<file path="src/rtl/regex_cpu_pipelined.sv">
// Pipelined regex thread processor: fetch -> execute -> output FIFO.
// One thread is fetched at a time. Execute spawns up to two threads per instruction.
module regex_cpu_pipelined #(
  parameter int PC_WIDTH              = 9,
  parameter int CHARACTER_WIDTH       = 8,
  parameter int MEMORY_WIDTH          = 16,
  parameter int MEMORY_ADDR_WIDTH     = 11,
  parameter int FIFO_WIDTH_POWER_OF_2 = 2,
  parameter int CC_ID_BITS            = 2
) (
  input  logic                                         clk,
  input  logic                                         rst,
  input  logic [(2**CC_ID_BITS)*CHARACTER_WIDTH-1:0]   current_characters,
  input  logic [(2**CC_ID_BITS)-1:0]                   end_of_string,
  input  logic                                         input_pc_valid,
  output logic                                         input_pc_ready,
  input  logic [PC_WIDTH-1:0]                          input_pc,
  input  logic [CC_ID_BITS-1:0]                        input_cc_id,
  output logic                                         memory_valid,
  input  logic                                         memory_ready,
  output logic [MEMORY_ADDR_WIDTH-1:0]                 memory_addr,
  input  logic [MEMORY_WIDTH-1:0]                      memory_data,
  output logic                                         output_pc_valid,
  input  logic                                         output_pc_ready,
  output logic [PC_WIDTH-1:0]                          output_pc,
  output logic [CC_ID_BITS-1:0]                        output_cc_id,
  output logic                                         accepts,
  output logic [(2**CC_ID_BITS)-1:0]                   elaborating_chars,
  output logic                                         running
);
  localparam int DEPTH = 2**FIFO_WIDTH_POWER_OF_2;
  localparam int PTR_W = FIFO_WIDTH_POWER_OF_2;
  localparam int CNT_W = FIFO_WIDTH_POWER_OF_2 + 1;

  localparam logic [2:0] OP_ACCEPT         = 3'b000;
  localparam logic [2:0] OP_SPLIT          = 3'b001;
  localparam logic [2:0] OP_MATCH          = 3'b010;
  localparam logic [2:0] OP_JMP            = 3'b011;
  localparam logic [2:0] OP_MATCH_ANY      = 3'b101;
  localparam logic [2:0] OP_ACCEPT_PARTIAL = 3'b110;
  localparam logic [2:0] OP_NOT_MATCH      = 3'b111;

  typedef enum logic [1:0] {F_IDLE, F_REQ, F_WAIT, F_HOLD} fetch_state_t;

  fetch_state_t              fetch_state_reg, fetch_state_next;
  logic [PC_WIDTH-1:0]       fetch_pc_reg;
  logic [CC_ID_BITS-1:0]     fetch_cc_reg;
  logic [MEMORY_WIDTH-1:0]   fetch_instr_reg;

  logic                      exec_valid_reg;
  logic [PC_WIDTH-1:0]       exec_pc_reg;
  logic [CC_ID_BITS-1:0]     exec_cc_reg;
  logic [MEMORY_WIDTH-1:0]   exec_instr_reg;
  logic                      exec_load, exec_fire;

  logic [PC_WIDTH-1:0]       fifo_pc_mem  [DEPTH];
  logic [CC_ID_BITS-1:0]     fifo_cc_mem  [DEPTH];
  logic [CC_ID_BITS-1:0]     fifo_org_mem [DEPTH];
  logic [PTR_W-1:0]          fifo_rd_ptr_reg, fifo_wr_ptr_reg, fifo_wr_ptr_inc;
  logic [CNT_W-1:0]          fifo_count_reg, fifo_space;
  logic [DEPTH-1:0]          slot_busy;
  logic                      pop;
  logic                      accepts_reg;

  // ---------------- fetch ----------------
  always_comb begin
    fetch_state_next = fetch_state_reg;
    case (fetch_state_reg)
      F_IDLE:  if (input_pc_valid) fetch_state_next = F_REQ;
      F_REQ:   if (memory_ready) fetch_state_next = F_WAIT;
      F_WAIT:  fetch_state_next = F_HOLD;
      F_HOLD:  if (exec_load) fetch_state_next = F_IDLE;
      default: fetch_state_next = F_IDLE;
    endcase
  end

  always_ff @(posedge clk) begin
    if (rst) begin
      fetch_state_reg <= F_IDLE;
      fetch_pc_reg    <= '0;
      fetch_cc_reg    <= '0;
      fetch_instr_reg <= '0;
    end else begin
      fetch_state_reg <= fetch_state_next;
      if (fetch_state_reg == F_IDLE && input_pc_valid) begin
        fetch_pc_reg <= input_pc;
        fetch_cc_reg <= input_cc_id;
      end
      // Memory data is only valid for the single cycle after the request handshake.
      if (fetch_state_reg == F_WAIT) fetch_instr_reg <= memory_data;
    end
  end

  assign input_pc_ready = (fetch_state_reg == F_IDLE);
  assign memory_valid   = (fetch_state_reg == F_REQ);
  assign memory_addr    = MEMORY_ADDR_WIDTH'(fetch_pc_reg);
  assign exec_load      = (fetch_state_reg == F_HOLD) && (!exec_valid_reg || exec_fire);

  // ---------------- execute ----------------
  logic [2:0]                 opcode;
  logic [CHARACTER_WIDTH-1:0] exec_char;
  logic                       exec_eos;
  logic [PC_WIDTH-1:0]        pc_inc, target;
  logic [CC_ID_BITS-1:0]      cc_inc;
  logic [CNT_W-1:0]           push_n, push_eff;
  logic [PC_WIDTH-1:0]        push0_pc, push1_pc;
  logic [CC_ID_BITS-1:0]      push0_cc, push1_cc;
  logic                       accept_hit;
  logic                       unused_instr_bits;

  assign opcode            = exec_instr_reg[MEMORY_WIDTH-1 -: 3];
  assign exec_char         = current_characters[exec_cc_reg*CHARACTER_WIDTH +: CHARACTER_WIDTH];
  assign exec_eos          = end_of_string[exec_cc_reg];
  assign pc_inc            = exec_pc_reg + 1'b1;
  assign cc_inc            = exec_cc_reg + 1'b1;
  assign target            = exec_instr_reg[PC_WIDTH-1:0];
  assign unused_instr_bits = ^exec_instr_reg;

  always_comb begin
    push_n     = '0;
    push0_pc   = pc_inc;
    push0_cc   = exec_cc_reg;
    push1_pc   = target;
    push1_cc   = exec_cc_reg;
    accept_hit = 1'b0;
    case (opcode)
      OP_SPLIT: push_n = CNT_W'(2);
      OP_JMP: begin
        push_n   = CNT_W'(1);
        push0_pc = target;
      end
      OP_MATCH: if (exec_char == exec_instr_reg[CHARACTER_WIDTH-1:0] && !exec_eos) begin
        push_n   = CNT_W'(1);
        push0_cc = cc_inc;
      end
      OP_NOT_MATCH: if (exec_char != exec_instr_reg[CHARACTER_WIDTH-1:0] && !exec_eos) begin
        push_n   = CNT_W'(1);
        push0_cc = cc_inc;
      end
      OP_MATCH_ANY: if (!exec_eos) begin
        push_n   = CNT_W'(1);
        push0_cc = cc_inc;
      end
      OP_ACCEPT:         accept_hit = exec_eos;
      OP_ACCEPT_PARTIAL: accept_hit = 1'b1;
      default: ;
    endcase
  end

  // The instruction retires only when every thread it spawns fits in the FIFO.
  assign fifo_space = CNT_W'(DEPTH) - fifo_count_reg;
  assign exec_fire  = exec_valid_reg && (fifo_space >= push_n);
  assign push_eff   = exec_fire ? push_n : '0;

  always_ff @(posedge clk) begin
    if (rst) begin
      exec_valid_reg <= 1'b0;
      exec_pc_reg    <= '0;
      exec_cc_reg    <= '0;
      exec_instr_reg <= '0;
      accepts_reg    <= 1'b0;
    end else begin
      if (exec_load) begin
        exec_valid_reg <= 1'b1;
        exec_pc_reg    <= fetch_pc_reg;
        exec_cc_reg    <= fetch_cc_reg;
        exec_instr_reg <= fetch_instr_reg;
      end else if (exec_fire) begin
        exec_valid_reg <= 1'b0;
      end
      accepts_reg <= exec_fire && accept_hit;
    end
  end

  // ---------------- output FIFO ----------------
  assign fifo_wr_ptr_inc = fifo_wr_ptr_reg + 1'b1;
  assign output_pc_valid = (fifo_count_reg != '0);
  assign pop             = output_pc_valid && output_pc_ready;

  always_ff @(posedge clk) begin
    if (exec_fire && push_n != '0) begin
      fifo_pc_mem[fifo_wr_ptr_reg]  <= push0_pc;
      fifo_cc_mem[fifo_wr_ptr_reg]  <= push0_cc;
      fifo_org_mem[fifo_wr_ptr_reg] <= exec_cc_reg;
    end
    if (exec_fire && push_n == CNT_W'(2)) begin
      fifo_pc_mem[fifo_wr_ptr_inc]  <= push1_pc;
      fifo_cc_mem[fifo_wr_ptr_inc]  <= push1_cc;
      fifo_org_mem[fifo_wr_ptr_inc] <= exec_cc_reg;
    end
  end

  always_ff @(posedge clk) begin
    if (rst) begin
      fifo_rd_ptr_reg <= '0;
      fifo_wr_ptr_reg <= '0;
      fifo_count_reg  <= '0;
    end else begin
      fifo_wr_ptr_reg <= fifo_wr_ptr_reg + PTR_W'(push_eff);
      fifo_rd_ptr_reg <= fifo_rd_ptr_reg + PTR_W'(pop);
      fifo_count_reg  <= fifo_count_reg + push_eff - CNT_W'(pop);
    end
  end

  assign output_pc    = output_pc_valid ? fifo_pc_mem[fifo_rd_ptr_reg] : '0;
  assign output_cc_id = output_pc_valid ? fifo_cc_mem[fifo_rd_ptr_reg] : '0;
  assign accepts      = accepts_reg;

  // ---------------- status ----------------
  genvar gi;
  for (gi = 0; gi < DEPTH; gi++) begin : g_slot
    logic [PTR_W-1:0] slot_age;
    assign slot_age      = PTR_W'(gi) - fifo_rd_ptr_reg;
    assign slot_busy[gi] = CNT_W'(slot_age) < fifo_count_reg;
  end

  // FIFO entries remember the context of the thread that spawned them.
  always_comb begin
    elaborating_chars = '0;
    if (fetch_state_reg != F_IDLE) elaborating_chars[fetch_cc_reg] = 1'b1;
    if (exec_valid_reg) elaborating_chars[exec_cc_reg] = 1'b1;
    for (int i = 0; i < DEPTH; i++) begin
      if (slot_busy[i]) elaborating_chars[fifo_org_mem[i]] = 1'b1;
    end
  end

  assign running = (fetch_state_reg != F_IDLE) || exec_valid_reg || output_pc_valid;

endmodule

</file>
<file path="config.mk">
export PLATFORM = sky130hd
export DESIGN_NAME = regex_cpu_pipelined
export DESIGN_NICKNAME = d
export VERILOG_FILES = /design/src/rtl/regex_cpu_pipelined.sv
export SDC_FILE = /design/constraint.sdc
export NUM_CORES = 1
export LEC_CHECK = 0
export ABC_AREA = 1
export ABC_CLOCK_PERIOD_IN_PS = 10800
export CAP_MARGIN = 20
export CORE_MARGIN = 2
export CORE_UTILIZATION = 50
export DETAILED_ROUTE_END_ITERATION = 8
export GPL_TIMING_DRIVEN = 0
export PLACE_DENSITY = 0.76
export SLEW_MARGIN = 15
export SYNTH_ARGS = -nofsm -noshare
export SYNTH_HDL_FRONTEND = slang
export SYNTH_SLANG_ARGS = --single-unit
</file>
<file path="constraint.sdc">
create_clock -name clk -period 10.8 [get_ports clk]
set_clock_uncertainty 0.1 [all_clocks]
set_input_delay 2.16 -clock clk [delete_from_list [all_inputs] [get_ports clk]]
set_output_delay 2.16 -clock clk [all_outputs]
set_load 0.01 [all_outputs]
</file>
# After elaboration in Yosys (flattened, before gate mapping)
# Memory sizes are Yosys's and may differ from the RTL's. A register that Yosys moved wholly into a read port is not among the register bits.
# Cells that the tools add are included.
# Widths: inputs -> output; s select.
[word_totals]
reg_bits = 65
ram_bits = 52
word_cells = 137
n_memories = 3
[memory_table]
columns = ["name", "words", "word_bits", "rd", "rd_clocked_by_memory_dff", "wr", "line", "text"]
rows = [
  ["fifo_pc_mem", 4, 9, 1, 1, 2, "56", "logic [PC_WIDTH-1:0] fifo_pc_mem [DEPTH];"],
  ["fifo_cc_mem", 4, 2, 1, 1, 2, "57", "logic [CC_ID_BITS-1:0] fifo_cc_mem [DEPTH];"],
  ["fifo_org_mem", 4, 2, 4, 0, 2, "58", "logic [CC_ID_BITS-1:0] fifo_org_mem [DEPTH];"],
]
[classes]
addsub = 12
magnitude_cmp = 17
eq_ne = 15
shifts = 1
muxes = 45
bitwise_logic = 5
n_reduce_logical = 27
[ops]
columns = ["op", "n"]
rows = [
  ["$shiftx 32x6->8", 1],
  ["$mux 4", 6],
  ["$or 4x4->4", 5],
  ["$lt 2x3->1 const B", 6],
  ["$mux 2", 9],
  ["$mux 9", 2],
  ["$mux 1", 16],
  ["$logic_and 1x1->1", 15],
  ["$demux 1 s2", 6],
  ["$ge 2x1->1 const B", 6],
  ["$lt 2x3->1", 4],
  ["$pmux 2 s5", 1],
  ["$add 9x1->9 const B", 1],
  ["$eq 3x2->1 const B", 3],
  ["$eq 3x3->1 const B", 3],
  ["$eq 8x8->1", 1],
  ["$ne 8x8->1", 1],
  ["$pmux 2 s4", 1],
  ["$pmux 2 s3", 1],
  ["$reduce_bool 3->1", 2],
  ["$add 2x1->2 const B", 2],
  ["$eq 2x2->1 const B", 2],
  ["$ne 2x2->1 const B", 2],
  ["$reduce_bool 2->1", 2],
  ["other kinds (19)", 24],
]

# Depth between registers and ports, before layout
# Gate-level depths: netlist of run 1.
[depth]
ltp_word = 15
ltp_mapped = 26
mapped_depth_nobuf = 26

# Worst setup path before layout of run 1
# Ideal clock, no wire load.
[synth_timing]
path_type = "input to register"
startpoint = "input port current_characters[13]"
endpoint = "register fifo_count_reg[2]"
setup_ns = 0.131
arrival_time_ns = 4.851
t_required_ns = 10.569
path_slack_ns = 5.718
path_stages = 24
n_path_buf = 0
cell_sequence = "nand2_1 nand3_1 nand2_1 nand2_1 nand2_1 inv_1 nand2_1 nor2_4 nand2_2 nand3_2 nand3_1 ha_1 o21ai_0 nand3b_1 nand2_1 inv_1 nand2_1 ha_1 inv_1 ha_1 fa_1 xor2_1 nand2_1 nor3b_1"
[synth_via]
elab_chain_len = 10
word_cells_on_any_way = 13
[synth_rtl]
columns = ["element", "line", "text"]
rows = [
  ["start, declared", "13", "input logic [(2**CC_ID_BITS)*CHARACTER_WIDTH-1:0] current_characters,"],
  ["$shiftx 32x6->8 *", "112", "assign exec_char = current_characters[exec_cc_reg*CHARACTER_WIDTH +: CHARACTER_WIDTH];"],
  ["$ne 8x8->1 or $eq 8x8->1 (tied branches)", "136, 132", ""],
  ["$logic_and 1x1->1, on equally long branches", "136, 132", ""],
  ["$mux 1, on equally long branches", "136, 132", ""],
  ["$pmux 2 s5 *", "126", "case (opcode)"],
  ["$ge 3x3->1", "152", "assign exec_fire = exec_valid_reg && (fifo_space >= push_n);"],
  ["$logic_and 1x1->1", "152", ""],
  ["$mux 3 *", "153", "assign push_eff = exec_fire ? push_n : '0;"],
  ["$add 3x3->3 *", "201", "fifo_count_reg <= fifo_count_reg + push_eff - CNT_W'(pop);"],
  ["$sub 3x1->3 *", "201", ""],
  ["end signal, assigned", "201", ""],
  ["end, declared", "60", "logic [CNT_W-1:0] fifo_count_reg, fifo_space;"],
]
# Mark *: on every way between the ends. The rest lies on a longest branch, timed or not.
# A chain may end at the register's enable or synchronous reset.

==> results.cfg, run 1 <==
[worst_hold_path]
hold_depth = 2
hp-class = flip-flop to flip-flop
min_from = fetch_instr_reg[0]$_SDFFE_PP0P_
holdPathEnd = fetch_instr_reg[0]$_SDFFE_PP0P_

[yosys]
yosysWarnings = 0
postSynthAreaPerCell_um2 = 7.951
synth_seq_cells = 109
synth_ff_type = dfxtp_1
yosysUniqueCellTypes = 44
yosys.area.top_type_share_pct = 26.98
synthCells = 728
netlist_area_um2 = 5788
ys_top_cells_by_area = edfxtp_1 27%, dfxtp_1 20%, nand2_1 13%, nand3_1 5.3%, ha_1 4.8%
synth-edff-count = 52
synth_top_area_cell = edfxtp_1
synthArstFlopShare_pct = 0
ys_seq_area_share_pct = 46.69

[layout]
layout_common_cells = 207 x nand2_1, 91 x clkdlybuf4s50_1, 62 x inv_1, 61 x nand3_1, 57 x dfxtp_1
mostFrequentLayoutCell = nand2_1
finalInstanceArea_um2 = 7184
diodes = 0
fin_nets = 922
fillerInstances = 970
syn_to_final_growth_pct = 24.12
largest_reg_flops = 36
drive_gt1_share_pct = 5.024

[placed_design]
finalWeightedCongestion = 0.9612
dp_hpwl_um = 11810
postPlaceCellArea_um2 = 6882
io_buffers = 91

[timing]
setup_violations = 0
finalMaxSlewViolations = 0
tightestPinTransition_ps = 736.6
fmax_mhz = 168.5
setup_tns_ps = 0
rsz0062_at_grt = false
maxSlewHeadroom_pct = 50.90
hold_viol_final = 0
finalCritPeriodShare_pct = 54.94
fin_crit_ps = 5934

[drt]
ant_nets = 0
drtIter0Drc = 478
via_per_inst = 5.570
vias = 5453
drt_pre_antenna_iters = 5
drt-total-wl_um = 15700
wire_per_inst_um = 16.04
drcViolationCount = 0

[grt]
grt_first_pass_wirelength_um = 25210
grt_usage_pct = 25.30
grt_max_degree = 20
antenna_found_initial = 0
grt_overflow = 0
grt_pass1_vias = 5270

[clocking]
post_cts_resized = 0
clock_latency_ps = 350
clockBufferDepth = 2
clock-sinks = 109
cts_setup_buffers = 0
hold_buffers = 0
cts.htree.levels = 3
clk_pin_slew_ps = 70
cts_tree = yes
cts_inserted_buffers = 9
cts.root.buffer_cell = clkbuf_16

[worst_setup_path]
critPathMaxStageDelay_ps = 530
worstSetupPathType = input pin to flip-flop
cp_slowest_cell = nand2_1
r2r_cells = 20
start_kind = input pin
timing.rr.start = exec_cc_reg[0]$_SDFFE_PP0P_
crit_top_cell = nand2_1
path_cells = clkdlybuf4s50_1 -> nand2_1 -> nand3_1 -> nand2_1 -> nand2_1 -> nand2_1 -> inv_1 -> nand2_1 -> nor2_4 -> nand2_2 -> nand3_2 -> nand3_1 -> ha_1 -> o21ai_0 -> nand3b_1 -> nand2_1 -> nor2_2 -> inv_2 -> nor2_4 -> inv_2 -> clkbuf_1 -> nand2_1
reg2reg_to = fifo_pc_mem[0][8]$_DFFE_PP_
crit_arrival_ps = 5780
critPathMaxFanout = 13
cp-end-kind = flip-flop
r2r_setup_slack_ps = 6200
crit_required_ps = 10640

[floorplanning]
fp.dieH_um = 111.6
fp.dieW_um = 111.6
start_util_pct = 50.91
io_pins = 99
fp-row-count = 39
die_area_um2 = 12450
core_um2 = 11370

[power_and_ir_drop]
p_per_area_nw_per_um2 = 204.8
peakVddDrop_mv = 0.1628
totalPowerFinal_mw = 1.471
leakage_nw = 2.793

[status]
outcome = finished, final reports clean

[flow_run]
maxCapViolCount = 0
critical path, delay by kind of cell:
family | cells | cell delay, ps
adder cells (fa/ha/maj) | 1 | 290
buffers and inverters | 5 | 1080
AO/OA/AOI/OAI | 1 | 270
AND/OR/NAND/NOR | 15 | 1960
metal layers:
metal / vias up / wire [um] / global-route usage (%)
li1: 2679 / - / -
met1: 2498 / 6578 / 31.60
met2: 233 / 7546 / 43.54
met3: 43 / 1078 / 3.538
met4: 0 / 501 / 11.85
met5: - / 0 / 0
report_power, final:
| group | total (mW) | switching, mW | internal, mW | leakage [nW] |
|---|---|---|---|---|
| registers | 0.524 | 0.0430 | 0.481 | 0.935 |
| logic | 0.610 | 0.356 | 0.254 | 1.71 |
| clock network | 0.338 | 0.155 | 0.183 | 0.143 |
| total | 1.47 | 0.554 | 0.917 | 2.79 |
cell families after synthesis:
kind of cell,synth area share (%)
other cells,0.06479
simple gates,25.64
fa+ha+maj,5.102
xor+xnor,1.059
flops,46.69
buf+inv,6.939
compound gates,14.51
synth_stat cells (2+ instances only):
library cell and n:
a211oi_1 19, a21oi_1 36, a22oi_1 11, a31oi_1 14, a32oi_1 3, buf_1 3
buf_2 6, buf_4 2, clkbuf_1 21, dfxtp_1 57, edfxtp_1 52, ha_1 22
inv_1 62, inv_2 5, nand2_1 207, nand3_1 61, nand3_2 3, nand4_1 12
nor2_1 46, nor2_4 3, nor3_1 5, o21ai_0 41, o21ai_1 7, o22ai_1 2
o311ai_0 2, or2_2 3, xnor2_1 2, xor2_1 5
worst max path at each step:
stage | end | slack [ps] | startpoint
final | fifo_pc_mem[0][8]$_DFFE_PP_ | 4870 | current_characters[29]
after CTS | fifo_pc_mem[0][8]$_DFFE_PP_ | 4950 | current_characters[29]
after global routing | fifo_pc_mem[0][8]$_DFFE_PP_ | 4600 | current_characters[29]
after global placement | fifo_pc_mem[0][1]$_DFFE_PP_ | 4720 | current_characters[29]
after detailed placement | fifo_org_mem[0][1]$_DFFE_PP_ | 4670 | current_characters[29]
after floorplan | fifo_count_reg[2]$_SDFF_PP0_ | 5720 | current_characters[13]
stage by stage:
step           utilization (%)  hold slack (ps)  std cells  setup WS [ps]
2_1_floorplan                -            339.6        729           5718
3_3_place_gp             60.53            352.1        963           4721
3_5_place_dp             60.53            359.2        963           4666
4_1_cts                  63.19            369.5        979           4948
5_1_grt                  63.19            387.9        979           4602
6_report                 63.19            367.3        979           4866
final cells by class:
| class | count | area (um2) | share of cell area [%] |
|---|---|---|---|
| multi-input combinational | 519 | 2688 | 37.41 |
| tap | 143 | 178.9 | 2.490 |
| inverter | 68 | 255.2 | 3.553 |
| timing repair buffer | 91 | 910.9 | 12.68 |
| sequential | 109 | 2703 | 37.62 |
| clock buffer | 9 | 225.2 | 3.135 |
| clock inverter | 7 | 77.57 | 1.080 |
| buffer | 33 | 146.4 | 2.038 |
Note: power is estimated with default switching activity, not from simulation.
==> run 2, diff against run 1 <==
- ABC_CLOCK_PERIOD_IN_PS: 10800 -> 5400
- CORE_UTILIZATION: 50 -> 48
- clock period: 10.8 -> 5.4 ns (I/O delays scaled with it)
==> run 2 against run 1 <==
  * Non-clock buffer count unchanged
  * Via count increased by 0.81%
  * Critical path depth unchanged
  * Die area increased by 4.0%
==> results.cfg, run 2 (synthesis gave the netlist of run 1 again) <==
[status]
outcome = finished, final reports clean

[floorplanning]
fp.dieH_um = 113.8
fp.dieW_um = 113.8
io_pins = 99
start_util_pct = 48.59
fp-row-count = 40
core_um2 = 11910
die_area_um2 = 12950

[power_and_ir_drop]
p_per_area_nw_per_um2 = 403.9
pwr-share-comb_pct = 42.2
p_sw_share_pct = 38.27
leakage_nw = 2.783
p_int_mw = 1.788
p_sw_mw = 1.109
peakVddDrop_mv = 0.2040
power_frac_seq_pct = 36.1
pwr-share-clk_pct = 21.7
totalPowerFinal_mw = 2.897

[clocking]
hold_buffers = 0
cts_inserted_buffers = 9
cts.root.buffer_cell = clkbuf_16
clock_latency_ps = 350
cts.htree.levels = 3
clockBufferDepth = 2
clk_pin_slew_ps = 70
post_cts_resized = 0
cts_tree = yes
cts_setup_buffers = 0
clock-sinks = 109

[worst_setup_path]
critPathMaxStageDelay_ps = 560
cp_slowest_cell = nand2_1
path_cells = clkdlybuf4s50_1 -> nand2_1 -> nand3_1 -> nand2_1 -> nand2_1 -> nand2_1 -> inv_1 -> nand2_1 -> nor2_4 -> nand2_2 -> nand3_2 -> nand3_1 -> ha_1 -> o21ai_0 -> nand3b_1 -> nand2_1 -> nor2_2 -> inv_2 -> nor2_4 -> inv_2 -> clkbuf_1 -> nand2_1
timing.rr.start = exec_cc_reg[0]$_SDFFE_PP0P_
critPathMaxFanout = 13
critPathBufInv = 5
start_kind = input pin
crit_arrival_ps = 4660
startpoint = current_characters[29]
crit_required_ps = 5290
crit_top_cell = nand2_1
cpLargestDelayFamily = simple AND/OR/NAND/NOR gates
worstSetupPathType = input pin to flip-flop
cp-end-kind = flip-flop

[layout]
layout_common_cells = 207 x nand2_1, 91 x clkdlybuf4s50_1, 62 x inv_1, 61 x nand3_1, 57 x dfxtp_1
finalInstanceArea_um2 = 7173
syn_to_final_growth_pct = 23.93
largest_reg_flops = 36
final_cells = 983
mostFrequentLayoutCell = nand2_1
drive_gt1_share_pct = 5.024
fin_nets = 922
diodes = 0
fillerInstances = 1044
fin_util_pct = 60.22
seq_area_um2 = 2703
multi_input_area_um2 = 2688

[grt]
grt_pass1_vias = 5365
grt_max_degree = 20
grt_usage_pct = 24.91
grt_overflow = 0
grt_first_pass_wirelength_um = 25420
antenna_found_initial = 0

[drt]
drtIter0Drc = 517
drt-total-wl_um = 16000
drcViolationCount = 0
ant_nets = 0
via_per_inst = 5.592
wire_per_inst_um = 16.28
vias = 5497
drt_pre_antenna_iters = 5

[timing]
tightestPinTransition_ps = 695.6
finalCritPeriodShare_pct = 88.29
hold_ws_ps = 367.4
setup_tns_ps = 0
finalMaxSlewViolations = 0
setup_violations = 0
fmax_mhz = 209.8
maxSlewHeadroom_pct = 53.52
rsz0062_at_grt = false
hold_viol_final = 0
worst_slack_ps = 632.5
fin_crit_ps = 4767

[placed_design]
io_buffers = 91
finalWeightedCongestion = 0.9129
dp_slack_ps = 305.7
postPlaceCellArea_um2 = 6887
place_inst = 967
dp_hpwl_um = 11790

[worst_hold_path]
min_from = fetch_instr_reg[6]$_SDFFE_PP0P_
hp-class = flip-flop to flip-flop

[flow_run]
maxCapViolCount = 0
[run 2: worst paths after layout]
| check | end | slack [ps] | depth (start not counted) |
|---|---|---|---|
| max | fifo_pc_mem[0][6]$_DFFE_PP_ | 630 | 22 |
| max reg2reg | fifo_pc_mem[0][6]$_DFFE_PP_ | 820 | 20 |
| min reg2reg | fetch_instr_reg[6]$_SDFFE_PP0P_ | 370 | 2 |
| min | fetch_instr_reg[6]$_SDFFE_PP0P_ | 370 | 2 |
[run 2: cell type report]
cell class,count,share of cell area (%)
Timing Repair Buffer,91,12.70
Clock buffer,9,3.140
Clock inverter,7,0.8547
Tap cell,147,2.564
Multi-Input combinational cell,519,37.47
Inverter,68,3.558
Sequential cell,109,37.68
Buffer,33,2.041
[run 2: power by group through the flow]
| stage | Combinational [mW] | Clock, mW | Sequential (mW) |
|---|---|---|---|
| finish | 1.22 | 0.629 | 1.05 |
| global route | 1.35 | 0.661 | 1.06 |
| CTS | 1.21 | 0.632 | 1.04 |
| detailed placement | 1.21 | 0 | 1.06 |
| global placement | 1.16 | 0 | 1.06 |
| floorplan | 0.737 | 0 | 1.04 |
[run 2: routing by layer]
metal  wire length [um]  GRT usage [%]  vias to the layer above
li1                   -              -                     2681
met1               6629          29.97                     2538
met4                471          10.00                        0
met3               1006          3.826                       36
met2               7895          44.71                      242
met5                  0              0                        -
[run 2: worst min-delay path, stage by stage (launching register included)]
cell and delay, ps:
dfxtp_1 310, nand2_1 60, a21oi_1 50
==> run 3, diff against run 2 <==
- SLEW_MARGIN: 15 -> unset
- TNS_END_PERCENT: unset -> 100
==> results of run 3 <==
Final layout, timing and power as in run 2 (identical DEF).
